`src/rtl/addsub_accumulator.sv`:
```
// Sequential operand stage: accumulates NUM_OPS add/sub operands over a valid/ready
// handshake and presents the final value with a sticky carry/borrow flag.
module addsub_accumulator #(
    parameter int unsigned WIDTH     = 4,
    parameter int unsigned ACC_WIDTH = 8,
    parameter int unsigned NUM_OPS   = 4
) (
    input  logic                 clk,
    input  logic                 rst_n,
    input  logic                 start,
    input  logic                 clear,
    input  logic                 in_valid,
    output logic                 in_ready,
    input  logic [WIDTH-1:0]     in_data,
    input  logic                 in_sub,
    output logic                 out_valid,
    input  logic                 out_ready,
    output logic [ACC_WIDTH-1:0] acc,
    output logic                 ovf,
    output logic                 busy
);

    localparam int unsigned CNT_W = (NUM_OPS > 1) ? $clog2(NUM_OPS) : 1;

    localparam logic [1:0] IDLE  = 2'd0;
    localparam logic [1:0] ACCUM = 2'd1;
    localparam logic [1:0] DONE  = 2'd2;

    localparam logic [CNT_W-1:0] LAST = CNT_W'(NUM_OPS - 1);

    logic [1:0]           state, state_nxt;
    logic [CNT_W-1:0]     cnt, cnt_nxt;
    logic [ACC_WIDTH-1:0] acc_nxt;
    logic                 ovf_nxt;
    logic [ACC_WIDTH-1:0] ext;
    logic [ACC_WIDTH:0]   sum;
    logic                 borrow;
    logic                 xfer;

    // Datapath: zero-extended operand, carry from the widened sum, borrow by compare
    assign ext    = ACC_WIDTH'(in_data);
    assign sum    = {1'b0, acc} + {1'b0, ext};
    assign borrow = (acc < ext);
    assign xfer   = in_valid && in_ready;

    always_comb begin
        state_nxt = state;
        acc_nxt   = acc;
        ovf_nxt   = ovf;
        cnt_nxt   = cnt;
        if (clear) begin
            state_nxt = IDLE;
            acc_nxt   = '0;
            ovf_nxt   = 1'b0;
            cnt_nxt   = '0;
        end else begin
            case (state)
                IDLE: begin
                    if (start) begin
                        state_nxt = ACCUM;
                        acc_nxt   = '0;
                        ovf_nxt   = 1'b0;
                        cnt_nxt   = '0;
                    end
                end
                ACCUM: begin
                    if (xfer) begin
                        if (in_sub) begin
                            acc_nxt = acc - ext;
                            ovf_nxt = ovf | borrow;
                        end else begin
                            acc_nxt = sum[ACC_WIDTH-1:0];
                            ovf_nxt = ovf | sum[ACC_WIDTH];
                        end
                        cnt_nxt = cnt + CNT_W'(1);
                        if (cnt == LAST) begin
                            state_nxt = DONE;
                        end
                    end
                end
                DONE: begin
                    if (out_ready) begin
                        state_nxt = IDLE;
                    end
                end
                default: state_nxt = IDLE;
            endcase
        end
    end

    // Handshake/status flags are registered from the next state so they track it exactly
    always_ff @(posedge clk or negedge rst_n) begin
        if (!rst_n) begin
            state     <= IDLE;
            cnt       <= '0;
            acc       <= '0;
            ovf       <= 1'b0;
            in_ready  <= 1'b0;
            out_valid <= 1'b0;
            busy      <= 1'b0;
        end else begin
            state     <= state_nxt;
            cnt       <= cnt_nxt;
            acc       <= acc_nxt;
            ovf       <= ovf_nxt;
            in_ready  <= (state_nxt == ACCUM);
            out_valid <= (state_nxt == DONE);
            busy      <= (state_nxt != IDLE);
        end
    end

endmodule

```
`config.mk`:
```
export PLATFORM = sky130hd
export DESIGN_NAME = addsub_accumulator
export DESIGN_NICKNAME = d
export VERILOG_FILES = /design/src/rtl/addsub_accumulator.sv
export SDC_FILE = /design/constraint.sdc
export NUM_CORES = 1
export LEC_CHECK = 0
export ABC_AREA = 1
export BUFFER_PORTS_ARGS = -buffer_cell sky130_fd_sc_hd__buf_2
export CAP_MARGIN = 30
export CORE_MARGIN = 4
export CORE_UTILIZATION = 49
export DETAILED_ROUTE_END_ITERATION = 7
export PLACE_DENSITY = 0.75
export SYNTH_ARGS = -nofsm -noshare
export SYNTH_HDL_FRONTEND = slang
export SYNTH_SLANG_ARGS = --single-unit
```
`constraint.sdc`:
```
create_clock -name clk -period 1.75 [get_ports clk]
set_input_delay 0.35 -clock clk [delete_from_list [all_inputs] [get_ports clk]]
set_output_delay 0.35 -clock clk [all_outputs]
set_load 0.005 [all_outputs]
```
* After elaboration in Yosys (flattened, before gate mapping)
Index checks and enable logic that the tools add are counted.
Cells by class: add/subtract/negate cells 3, magnitude comparators 1, equal/unequal tests 7, mux-type cells 20, bitwise gates (word level) 2, reductions and logical operators 5
Operators with widths (number):
- two-way mux 8 bit | 4
- two-way mux 2 bit | 8
- case mux 8 bit (2 select lines) | 1
- adder 8 x 4 -> 9 bit | 1
- < comparator 8 x 4 -> 1 bit | 1
- subtractor 8 x 4 -> 8 bit | 1
- == test 2 bit, second input constant | 3
- inequality test 3 bit, second input constant | 2
- case mux 2 bit (3 select lines) | 1
- == test 2 x 1 -> 1 bit, second input constant | 2
- two-way mux 1 bit | 4
- case mux 2 bit (2 select lines) | 1
- AND reduction 3 bit | 1
- nonzero test 3 bit | 1
- adder 2 x 1 -> 2 bit, second input constant | 1
- logical NOT 2 bit | 1
- bitwise OR 1 bit | 2
- case mux 1 bit (2 select lines) | 1
- nonzero test 2 bit | 1
- logical AND 1 bit | 1
Word-level totals: flip-flop bits (word level) 16, input port bits 11, output and inout port bits 12, logic and storage cells 45

* Logic depth before layout (Yosys ltp)
Gate-level depths: netlist (run 1).
depth in word-level cells 6, gate-level depth with buffers 12, gate-level depth less buffers 12

* Least setup slack after synthesis (run 1)
OpenSTA, ideal clock, no wires.
kind reg2reg, start register acc[0], end register acc[6], library setup time 0.119 ns, arrival 1.618 ns, data required time 1.631 ns, path slack 0.013 ns, cell stages (with the launch flop) 13, buffers on the path 0, clock period less this slack 1.737 ns, cells stage by stage dfrtp_1 > inv_1 > ha_1 > inv_1 > fa_1 > nand2_1 > nand2_1 > nand2_1 > nand3_1 > o21ai_0 > nand3_1 > nand2_1 > nor2_1
Between the ends: cells in the longest elaborated chain, start to end 5, elaborated cells between the ends (all ways) 6, classes of those cells add/sub (2); mux (4)
Ends and longest elaborated chain:
- from (decl) | line 18 | output logic [ACC_WIDTH-1:0] acc,
- from (signal assigned) | line 104 | acc <= acc_nxt;
- adder 8 x 4 -> 9 bit / subtractor 8 x 4 -> 8 bit (equally long branches) | line 42, 69
- two-way mux 8 bit * | line 68 | if (in_sub) begin
- two-way mux 8 bit * | line 67 | if (xfer) begin
- case mux 8 bit (2 select lines) * | line 57 | case (state)
- two-way mux 8 bit * | line 51 | if (clear) begin
Mark *: on every way between the ends. The rest lies on a longest branch, timed or not. The select of a mux whose other input is x is not followed. A chain may end at the register's enable or synchronous reset.

* Worst setup path in the final report (run 1)
start register acc[0], end register ovf
Between the ends: cells in the longest elaborated chain, start to end 6, elaborated cells between the ends (all ways) 8, classes of those cells add/sub (1); order compare (1); mux (4); bitwise (2)
Ends and longest elaborated chain:
- adder 8 x 4 -> 9 bit / < comparator 8 x 4 -> 1 bit (equally long branches) | line 42, 43
- bitwise OR 1 bit (on tied branches) | line 73, 70
- two-way mux 1 bit * | line 68
- two-way mux 1 bit * | line 67
- case mux 1 bit (2 select lines) * | line 57
- two-way mux 1 bit * | line 51
- to (signal assigned) | line 105 | ovf <= ovf_nxt;
- to (decl) | line 19 | output logic ovf,
Marks and branches as above.

==> flow_metrics.env, run 1 <==
export IMPL_grt_first_pass_wirelength_um=4860
export IMPL_vias=1181
export IMPL_finalPower_mw=1.01
export IMPL_tightest_slew_ps=327
export IMPL_post_route_util_pct=66.9
export IMPL_intPower_mw=0.674
export IMPL_powerDensity_nw_per_um2=670
export IMPL_place_area_sq_um=1350
export IMPL_dieHeight_um=57.0
export IMPL_syn_to_final_growth_pct=28.3
export IMPL_antenna_found_initial=0
export IMPL_slew_violations=0
export IMPL_p_sw_share_pct=33.3
export IMPL_synthCells=157
export IMPL_slew_limit_headroom_pct=77.9
export IMPL_setup_viol=0
export IMPL_firstDrtPassIters=4
export IMPL_setup_ws_ps=1.23
export IMPL_syn_area_per_cell_sq_um=7.48
export IMPL_n_antenna_cell=0
export IMPL_ys_ff_latch=16
export IMPL_initial_core_util_pct=52.1
export IMPL_ios=23
export IMPL_die_area_sq_um=3250
export IMPL_crit_fanout=3
export IMPL_start_kind="flip-flop"
export IMPL_multi_input_area_sq_um=757
export IMPL_pwr_share_clk_pct=23.5
export IMPL_switchingPower_mw=0.337
export IMPL_rsz0062_at_grt="yes"
export IMPL_max_freq_mhz=572
export IMPL_via_per_inst=5.39
export IMPL_synth_seq_area_share_pct=34.1
export IMPL_cts_path_max_buffers=2
export IMPL_fill_cells=196
export IMPL_h_tree_depth=1
export IMPL_clock_latency_ps=280
export IMPL_ff_latch_area_sq_um=402
export IMPL_cp_required_ps=1970
export IMPL_layout_drive_gt1_share_pct=35.1
export IMPL_timing_setup_critical_path_class="reg -> reg"
export IMPL_grt_max_degree=17
export IMPL_io_buffers=22
export IMPL_ant_nets=0
export IMPL_fin_cells=219
export IMPL_peakVddDrop_mv=0.694
export IMPL_yosysUniqueCellTypes=26
export IMPL_syn_area_sq_um=1170
export IMPL_seq_power_share_pct=42.7
export IMPL_status="complete, no violations"
export IMPL_drt_iter0_drc=34
export IMPL_worst_clock_skew_ps=0.776
export IMPL_yosys_warnings=0
export IMPL_fin_area_sq_um=1510
export IMPL_setup_tns_ps=0
export IMPL_path_clk_slew_ps=90
export IMPL_cts_tree="yes"
export IMPL_grt_pass1_vias=1181
export IMPL_syn_nets=179
export IMPL_dpl_hpwl_um=2110
export IMPL_synth_edff_count=0
export IMPL_fin_crit_ps=1750
export IMPL_grt_util_all_layers_pct=18.7
export IMPL_finalNetCount=214
export IMPL_place_ws_ps=-91.9
export IMPL_place_inst=210
export IMPL_cp_end_kind="flip-flop"
export IMPL_gp_routability_congestion=0.825
export IMPL_drv_cap=0
export IMPL_hp_class="in -> reg"
export IMPL_drt_wirelength_per_cell_um=13.5
export IMPL_arrival_ps=1970
export IMPL_clkSinkCount=16
export IMPL_post_route_period_util_pct=99.9
export IMPL_design_core_area_sq_um=2250
export IMPL_drc_errors=0
export IMPL_yosys_most_used_dff="dfrtp_1"
export IMPL_drt_total_wl_um=2950
export IMPL_num_rows=17
export IMPL_grt_overflow_total=0
export IMPL_pwr_share_comb_pct=33.8
export IMPL_synth_async_reset_ratio_pct=100
export IMPL_root_buffer="clkbuf_4"
export IMPL_hold_viol=0
export IMPL_leakagePower_nw=0.810
export IMPL_hold_ws_ps=252
export IMPL_cts_buffers=3
export IMPL_die_w_um=57.0
-- critical path: stages (launching register included) --
cell and delay [ps]:
dfrtp_1 400, inv_2 80, ha_4 120, inv_2 30, fa_2 330, nand2_1 70
nand2_1 70, nand2_2 90, buf_4 110, nand4_1 80, o21ai_1 100, nand2_1 80
a21boi_2 120
-- flip-flops by register name (all words and copies together) (netlist names) --
| signal | cells |
|---|---|
| acc | 8 |
| cnt | 2 |
| state | 2 |
| busy | 1 |
| in_ready | 1 |
| out_valid | 1 |
| ovf | 1 |
-- logic make-up after synthesis --
kind of cell	Yosys count	share of synthesized area [%]
AOI/OAI and AO/OA	21	10.5
xor gates and xnor gates	1	0.746
adders and majority gates	11	13.0
buffers and inverters	24	8.63
DFF	16	34.1
muxes	1	0.852
and+or+nand+nor	83	32.2
-- synth_stat cells, types with 3 or more instances --
master | count | share of area (%)
a21oi_1 | 6 | 2.6
dfrtp_1 | 16 | 34
nor2_1 | 13 | 4.2
inv_2 | 4 | 1.3
nand2_1 | 42 | 13
ha_1 | 9 | 9.6
nand4_1 | 4 | 2.1
buf_2 | 3 | 1.3
o21ai_0 | 9 | 3.8
inv_1 | 16 | 5.1
nand3_1 | 16 | 6.8
-- repair_timing --
action	in CTS	in global routing
hold buffers	1	0
pin swaps	1	3
setup endpoints to repair	3	7
gates resized for setup	6	19
gates cloned	0	0
buffers inserted	1	3
hold endpoints to repair	16	0
-- power groups by stage --
stage | clock network, mW | registers, mW | logic [mW]
floorplan | 0 | 0.429 | 0.190
global placement | 0 | 0.433 | 0.277
detailed placement | 0 | 0.435 | 0.289
CTS | 0.249 | 0.428 | 0.298
global route | 0.273 | 0.436 | 0.386
finish | 0.238 | 0.432 | 0.342
-- per-layer routing --
| metal | vias to the layer above | track usage, % | part of all wire (%) |
|---|---|---|---|
| li1 | 580 | - | - |
| met1 | 550 | 20.7 | 41 |
| met2 | 41 | 33.3 | 51 |
| met3 | 10 | 3.39 | 5.1 |
| met4 | 0 | 10.9 | 3.2 |
| met5 | - | 0 | 0 |
-- final cells by class --
type                            instances  share of cell area [%]
Clock buffer                            4                    2.41
Inverter                               20                    4.98
Multi-Input combinational cell        117                    50.2
Sequential cell                        16                    26.6
Tap cell                               28                    2.32
Timing Repair Buffer                   34                    13.4
-- final timing paths --
| path | from | end | slack [ps] | cells past startpoint |
|---|---|---|---|---|
| max in group asynchronous | rst_n | acc[1] | 980 | 2 |
| worst min-delay path | out_ready | state[1] | 250 | 2 |
| worst min register to register | cnt[1] | cnt[1] | 520 | 2 |
| min in group asynchronous | rst_n | in_ready | 490 | 2 |
| worst max-delay path | acc[0] | ovf | 1 | 12 |
| worst max register to register | acc[0] | ovf | 1 | 12 |
-- cells in the final DEF, fill, tap and decap left out, drive strengths merged --
cell,netlist,final
o21ai,10,10
ha,9,9
nor2,15,15
nand2,45,45
dfrtp,16,16
mux2i,1,1
buf,4,33
inv,20,20
o22ai,1,1
nand3,16,16
nand3b,1,1
dlygate4sd3,0,1
a21boi,1,1
fa,2,2
a21oi,6,6
clkbuf,0,4
o41ai,2,2
or2,2,2
nand4,4,4
xor2,1,1
a31oi,1,1
No activity file was read; power rests on OpenSTA's default activity.
==> inputs of run 2 (changes only) <==
BUFFER_PORTS_ARGS = unset   (was -buffer_cell sky130_fd_sc_hd__buf_2)
CORE_UTILIZATION = 56   (was 49)
DONT_BUFFER_PORTS = 1   (was unset)
PLACE_DENSITY = 0.74   (was 0.75)
==> flow_metrics.env, run 2 (synthesis results as in run 1) <==
export IMPL_status="complete, no violations"
export IMPL_hold_viol=0
export IMPL_fin_cells=191
export IMPL_setup_viol=0
export IMPL_largest_register="acc"
export IMPL_ant_nets=0
export IMPL_dieHeight_um=53.8
export IMPL_cpMaxStageDelayCell="dfrtp_1"
export IMPL_die_area_sq_um=2890
export IMPL_layout_drive_gt1_share_pct=25.0
export IMPL_slew_violations=0
export IMPL_drt_wirelength_per_cell_um=13.3
export IMPL_start_kind="flip-flop"
export IMPL_root_buffer="clkbuf_4"
export IMPL_place_inst=186
export IMPL_gr_usage_met1_pct=24.7
export IMPL_final_common_cell="nand2_1"
export IMPL_initial_core_util_pct=59.3
export IMPL_reg_top3="acc: 8 flops, cnt: 2 flops, state: 2 flops"
export IMPL_powerDensity_nw_per_um2=658
export IMPL_setup_tns_ps=0
export IMPL_clkSinkCount=16
export IMPL_grt_overflow_total=0
export IMPL_vias=1023
export IMPL_h_tree_depth=1
export IMPL_cp_required_ps=1910
export IMPL_cp_end_kind="flip-flop"
export IMPL_slew_limit_headroom_pct=54.1
export IMPL_whs_path_depth=1
export IMPL_max_freq_mhz=578
export IMPL_largest_reg_flops=8
export IMPL_antenna_found_initial=0
export IMPL_drt_total_wl_um=2540
export IMPL_busiest_layer="met2"
export IMPL_final_cell_mix="nand2_1, nand3_1, dfrtp_1, inv_1, nor2_1"
export IMPL_firstDrtPassIters=4
export IMPL_cpMostUsedCell="nand2_2"
export IMPL_finalNetCount=188
export IMPL_dpl_hpwl_um=1980
export IMPL_timing_setup_critical_path_class="reg -> reg"
export IMPL_post_route_util_pct=68.0
export IMPL_n_antenna_cell=0
export IMPL_grt_met3_usage_pct=2.49
export IMPL_grt_util_all_layers_pct=19.6
export IMPL_path_cells="buf_6 > ha_4 > fa_2 > nand3_2 > nand2_2 > nand2_2 > o21ai_2 > a21oi_1 > nor2_1"
export IMPL_path_clk_slew_ps=80
export IMPL_pwr_share_clk_pct=19.9
export IMPL_p_sw_share_pct=33.3
export IMPL_drc_errors=0
export IMPL_via_per_inst=5.36
export IMPL_design_core_area_sq_um=1980
export IMPL_finalPower_mw=0.887
export IMPL_fin_crit_ps=1730
export IMPL_arrival_ps=1890
export IMPL_intPower_mw=0.592
export IMPL_grt_pass1_vias=997
export IMPL_post_route_period_util_pct=98.9
export IMPL_drt_iter0_drc=9
export IMPL_peakVddDrop_mv=0.507
export IMPL_tightest_slew_ps=687
export IMPL_pwr_share_comb_pct=31.0
export IMPL_use_met2_pct=34.7
export IMPL_gp_routability_congestion=0.913
export IMPL_rsz0062_at_grt="yes"
export IMPL_leakagePower_nw=0.679
export IMPL_worst_clock_skew_ps=2.54
export IMPL_syn_to_final_growth_pct=14.7
export IMPL_clock_latency_ps=270
export IMPL_ios=23
export IMPL_cts_tree="yes"
export IMPL_switchingPower_mw=0.295
export IMPL_cts_buffers=3
export IMPL_grt_first_pass_wirelength_um=4220
export IMPL_grt_max_degree=17
export IMPL_drv_cap=0
export IMPL_crit_fanout=2
export IMPL_die_w_um=53.8
export IMPL_worst_r2r_cell_count=9
export IMPL_cts_path_max_buffers=2
export IMPL_seq_power_share_pct=49.1
export IMPL_num_rows=16
export IMPL_crit_path_max_incr_delay_ps=410
export IMPL_io_buffers=0
export IMPL_hp_class="in -> reg"
run 2: cell types whose count changed in the layout (fill, tap and decap cells not counted), sizes merged:
| cell | before | now |
|---|---|---|
| clkbuf | 4 | 3 |
| buf | 33 | 7 |
run 2: power by group through the flow:
stage | Combinational [mW] | Clock (mW) | Sequential [mW]
3_3_place_gp | 0.226 | 0 | 0.438
5_1_grt | 0.314 | 0.202 | 0.440
6_report | 0.275 | 0.177 | 0.435
3_5_place_dp | 0.236 | 0 | 0.440
2_1_floorplan | 0.190 | 0 | 0.429
4_1_cts | 0.249 | 0.184 | 0.433
run 2: final cells by class:
class / count / area (sq um)
well taps: 27 / 33.8
multi-input cells: 117 / 747
flip-flops and latches: 16 / 403
inverters: 20 / 75.1
clock buffers: 3 / 22.5
fillers: 164 / 634
repair buffers: 8 / 66.3
run 2: critical path, delay by kind of cell (launching register included):
| family | cells | cell delay [ps] |
|---|---|---|
| adders and majority gates | 2 | 570 |
| DFF | 1 | 410 |
| and+or+nand+nor | 4 | 300 |
| AOI/OAI and AO/OA | 2 | 210 |
| buffers and inverters | 1 | 140 |
run 2: stage by stage:
stage,hold slack [ps],instance area [sq um],setup slack [ps]
finish,154,1350,18.8
global route,145,1350,-55.7
CTS,145,1270,0.886
detailed placement,54.7,1230,-120
global placement,54.7,1230,-51.4
floorplan,54.4,1170,13.4
run 2: repair_timing:
item,in CTS,in global routing
setup endpoints to repair,4,7
hold buffers,1,0
endpoints found under the hold margin,16,0
pin swaps,1,5
resized for setup,6,21
buffers inserted,0,1
run 2: path summary, 6_finish.rpt:
kind                           start   endpoint  slack, ps
setup / recovery              acc[0]     acc[4]         20
min in group asynchronous      rst_n     acc[0]        560
hold / removal             out_ready  out_valid        150
max in group asynchronous      rst_n     acc[3]        710
hold reg to reg             state[0]  out_valid        510
setup reg to reg              acc[0]     acc[4]         20
run 2: routing by layer:
metal	share of wire, %	vias up	wire [um]
met1	44	474	1120
met5	0	-	0
met2	51	21	1300
met4	0.55	0	14
li1	-	526	-
met3	4.1	2	103
==> inputs of run 3 (changes only) <==
--- a/constraint.sdc
+++ b/constraint.sdc
@@ -3,2 +3,2 @@
 set_output_delay 0.35 -clock clk [all_outputs]
-set_load 0.005 [all_outputs]
+set_load 0.01 [all_outputs]
==> flow_metrics.env, run 3 (synthesis results as in run 1) <==
export IMPL_status="complete, no violations"
export IMPL_critical_path_top_delay_family="adder cells"
export IMPL_cpMostUsedCell="nand2_2"
export IMPL_drv_cap=0
export IMPL_arrival_ps=1930
export IMPL_largest_reg_flops=8
export IMPL_m1WireLength_um=1070
export IMPL_cpMaxStageDelayCell="dfrtp_1"
export IMPL_largest_register="acc"
export IMPL_dieHeight_um=53.8
export IMPL_finalPower_mw=0.954
export IMPL_gp_routability_congestion=0.902
export IMPL_drt_wirelength_per_cell_um=13.3
export IMPL_syn_to_final_growth_pct=14.2
export IMPL_rsz0062_at_grt="yes"
export IMPL_ant_nets=0
export IMPL_vias=1036
export IMPL_powerDensity_nw_per_um2=711
export IMPL_cts_buffers=3
export IMPL_timing_setup_critical_path_class="reg -> reg"
export IMPL_grt_pass1_vias=972
export IMPL_crit_path_start="acc[0]"
export IMPL_root_buffer="clkbuf_4"
export IMPL_min_delay_start="out_ready"
export IMPL_die_area_sq_um=2890
export IMPL_peakVddDrop_mv=0.724
export IMPL_r2r_start="acc[0]"
export IMPL_drt_iter0_drc=16
export IMPL_final_cell_mix="nand2_1, nand3_1, dfrtp_1, inv_1, nor2_1"
export IMPL_antenna_found_initial=0
export IMPL_cts_path_max_buffers=2
export IMPL_fin_crit_ps=1750
export IMPL_multi_input_area_sq_um=732
export IMPL_grt_first_pass_wirelength_um=4110
export IMPL_cts_tree="yes"
export IMPL_setup_viol=0
export IMPL_start_kind="flip-flop"
export IMPL_worst_clock_skew_ps=4.24
export IMPL_leakagePower_nw=0.692
export IMPL_h_tree_depth=1
export IMPL_max_freq_mhz=573
export IMPL_n_antenna_cell=0
export IMPL_clkSinkCount=16
export IMPL_hold_viol=0
export IMPL_initial_core_util_pct=59.3
export IMPL_place_ws_ps=-67.6
export IMPL_path_cells="inv_2 > ha_4 > inv_2 > fa_2 > nand2_2 > nand2_2 > nand2_2 > nand3_2 > o21ai_2 > nand3_1 > nand2_1 > nor2_1"
export IMPL_path_clk_slew_ps=90
export IMPL_reg_top3="acc: 8 flops, cnt: 2 flops, state: 2 flops"
export IMPL_cp_required_ps=1930
export IMPL_grt_util_all_layers_pct=19.5
export IMPL_grt_overflow_total=0
export IMPL_ios=23
export IMPL_via_per_inst=5.40
export IMPL_wl_met2_um=1350
export IMPL_final_common_cell="nand2_1"
export IMPL_critPathBufInv=2
export IMPL_cp_end_kind="flip-flop"
export IMPL_firstDrtPassIters=4
export IMPL_design_core_area_sq_um=1980
export IMPL_finalNetCount=188
export IMPL_tightest_slew_ps=708
export IMPL_grt_max_degree=17
export IMPL_io_buffers=0
export IMPL_clock_latency_ps=280
export IMPL_crit_path_max_incr_delay_ps=400
export IMPL_crit_fanout=3
export IMPL_maxUsedRoutingLayer="met4"
export IMPL_slew_violations=0
export IMPL_ff_latch_area_sq_um=402
export IMPL_num_rows=16
export IMPL_drc_errors=0
export IMPL_slew_limit_headroom_pct=52.7
export IMPL_met3WireLength_um=91
export IMPL_drt_total_wl_um=2560
export IMPL_dpl_hpwl_um=1940
export IMPL_setup_ws_ps=3.63
export IMPL_layout_drive_gt1_share_pct=23.0
export IMPL_hp_class="in -> reg"
export IMPL_fill_cells=166
export IMPL_hold_ws_ps=136
export IMPL_post_route_period_util_pct=99.8
export IMPL_die_w_um=53.8
run 3: where the power goes:
part / leakage (nW) / internal [mW] / total, mW / switching, mW
clock network: 0.0210 / 0.127 / 0.239 / 0.113
logic: 0.457 / 0.113 / 0.276 / 0.163
registers: 0.214 / 0.398 / 0.439 / 0.0413
run 3: worst paths after layout:
kind	end	slack, ps	depth (start not counted)
max	acc[6]	4	12
min	out_valid	140	1
max reg2reg	acc[6]	4	12
min reg2reg	out_valid	500	1
max in group asynchronous	acc[1]	710	1
min in group asynchronous	state[1]	550	1
run 3: worst reg2reg max path, stage by stage (launching register included):
cell     delay [ps]
dfrtp_1         400
inv_2            80
ha_4            120
inv_2            40
fa_2            390
nand2_2          70
nand2_2          50
nand2_2          80
nand3_2          70
o21ai_2         140
nand3_1          80
nand2_1          70
nor2_1           30
run 3: cell type report:
class	count	area share, %
clock buffer	4	2.71
inverter	20	5.60
multi-input combinational	117	54.6
sequential	16	29.9
tap	27	2.52
timing repair buffer	8	4.66
run 3: metrics by stage:
stage | util, % | std cells | area (sq um) | TNS, ps
2_1_floorplan | - | 157 | 1170 | 0
3_3_place_gp | 61.9 | 186 | 1230 | 0
3_5_place_dp | 61.9 | 186 | 1230 | -107
4_1_cts | 64.8 | 191 | 1280 | 0
5_1_grt | 67.7 | 192 | 1340 | -308
6_report | 67.7 | 192 | 1340 | 0
run 3: timing repair:
item	CTS	global route
endpoints found under the setup margin	4	6
hold buffers	1	0
setup buffers	0	1
resized for setup	5	16
endpoints found under the hold margin	16	0
pin swaps	1	5
run 3: routing by layer:
metal | global-route usage (%) | vias up
met3 | 3.05 | 6
met5 | 0 | -
li1 | - | 522
met1 | 24.0 | 493
met4 | 8.09 | 0
met2 | 33.5 | 15
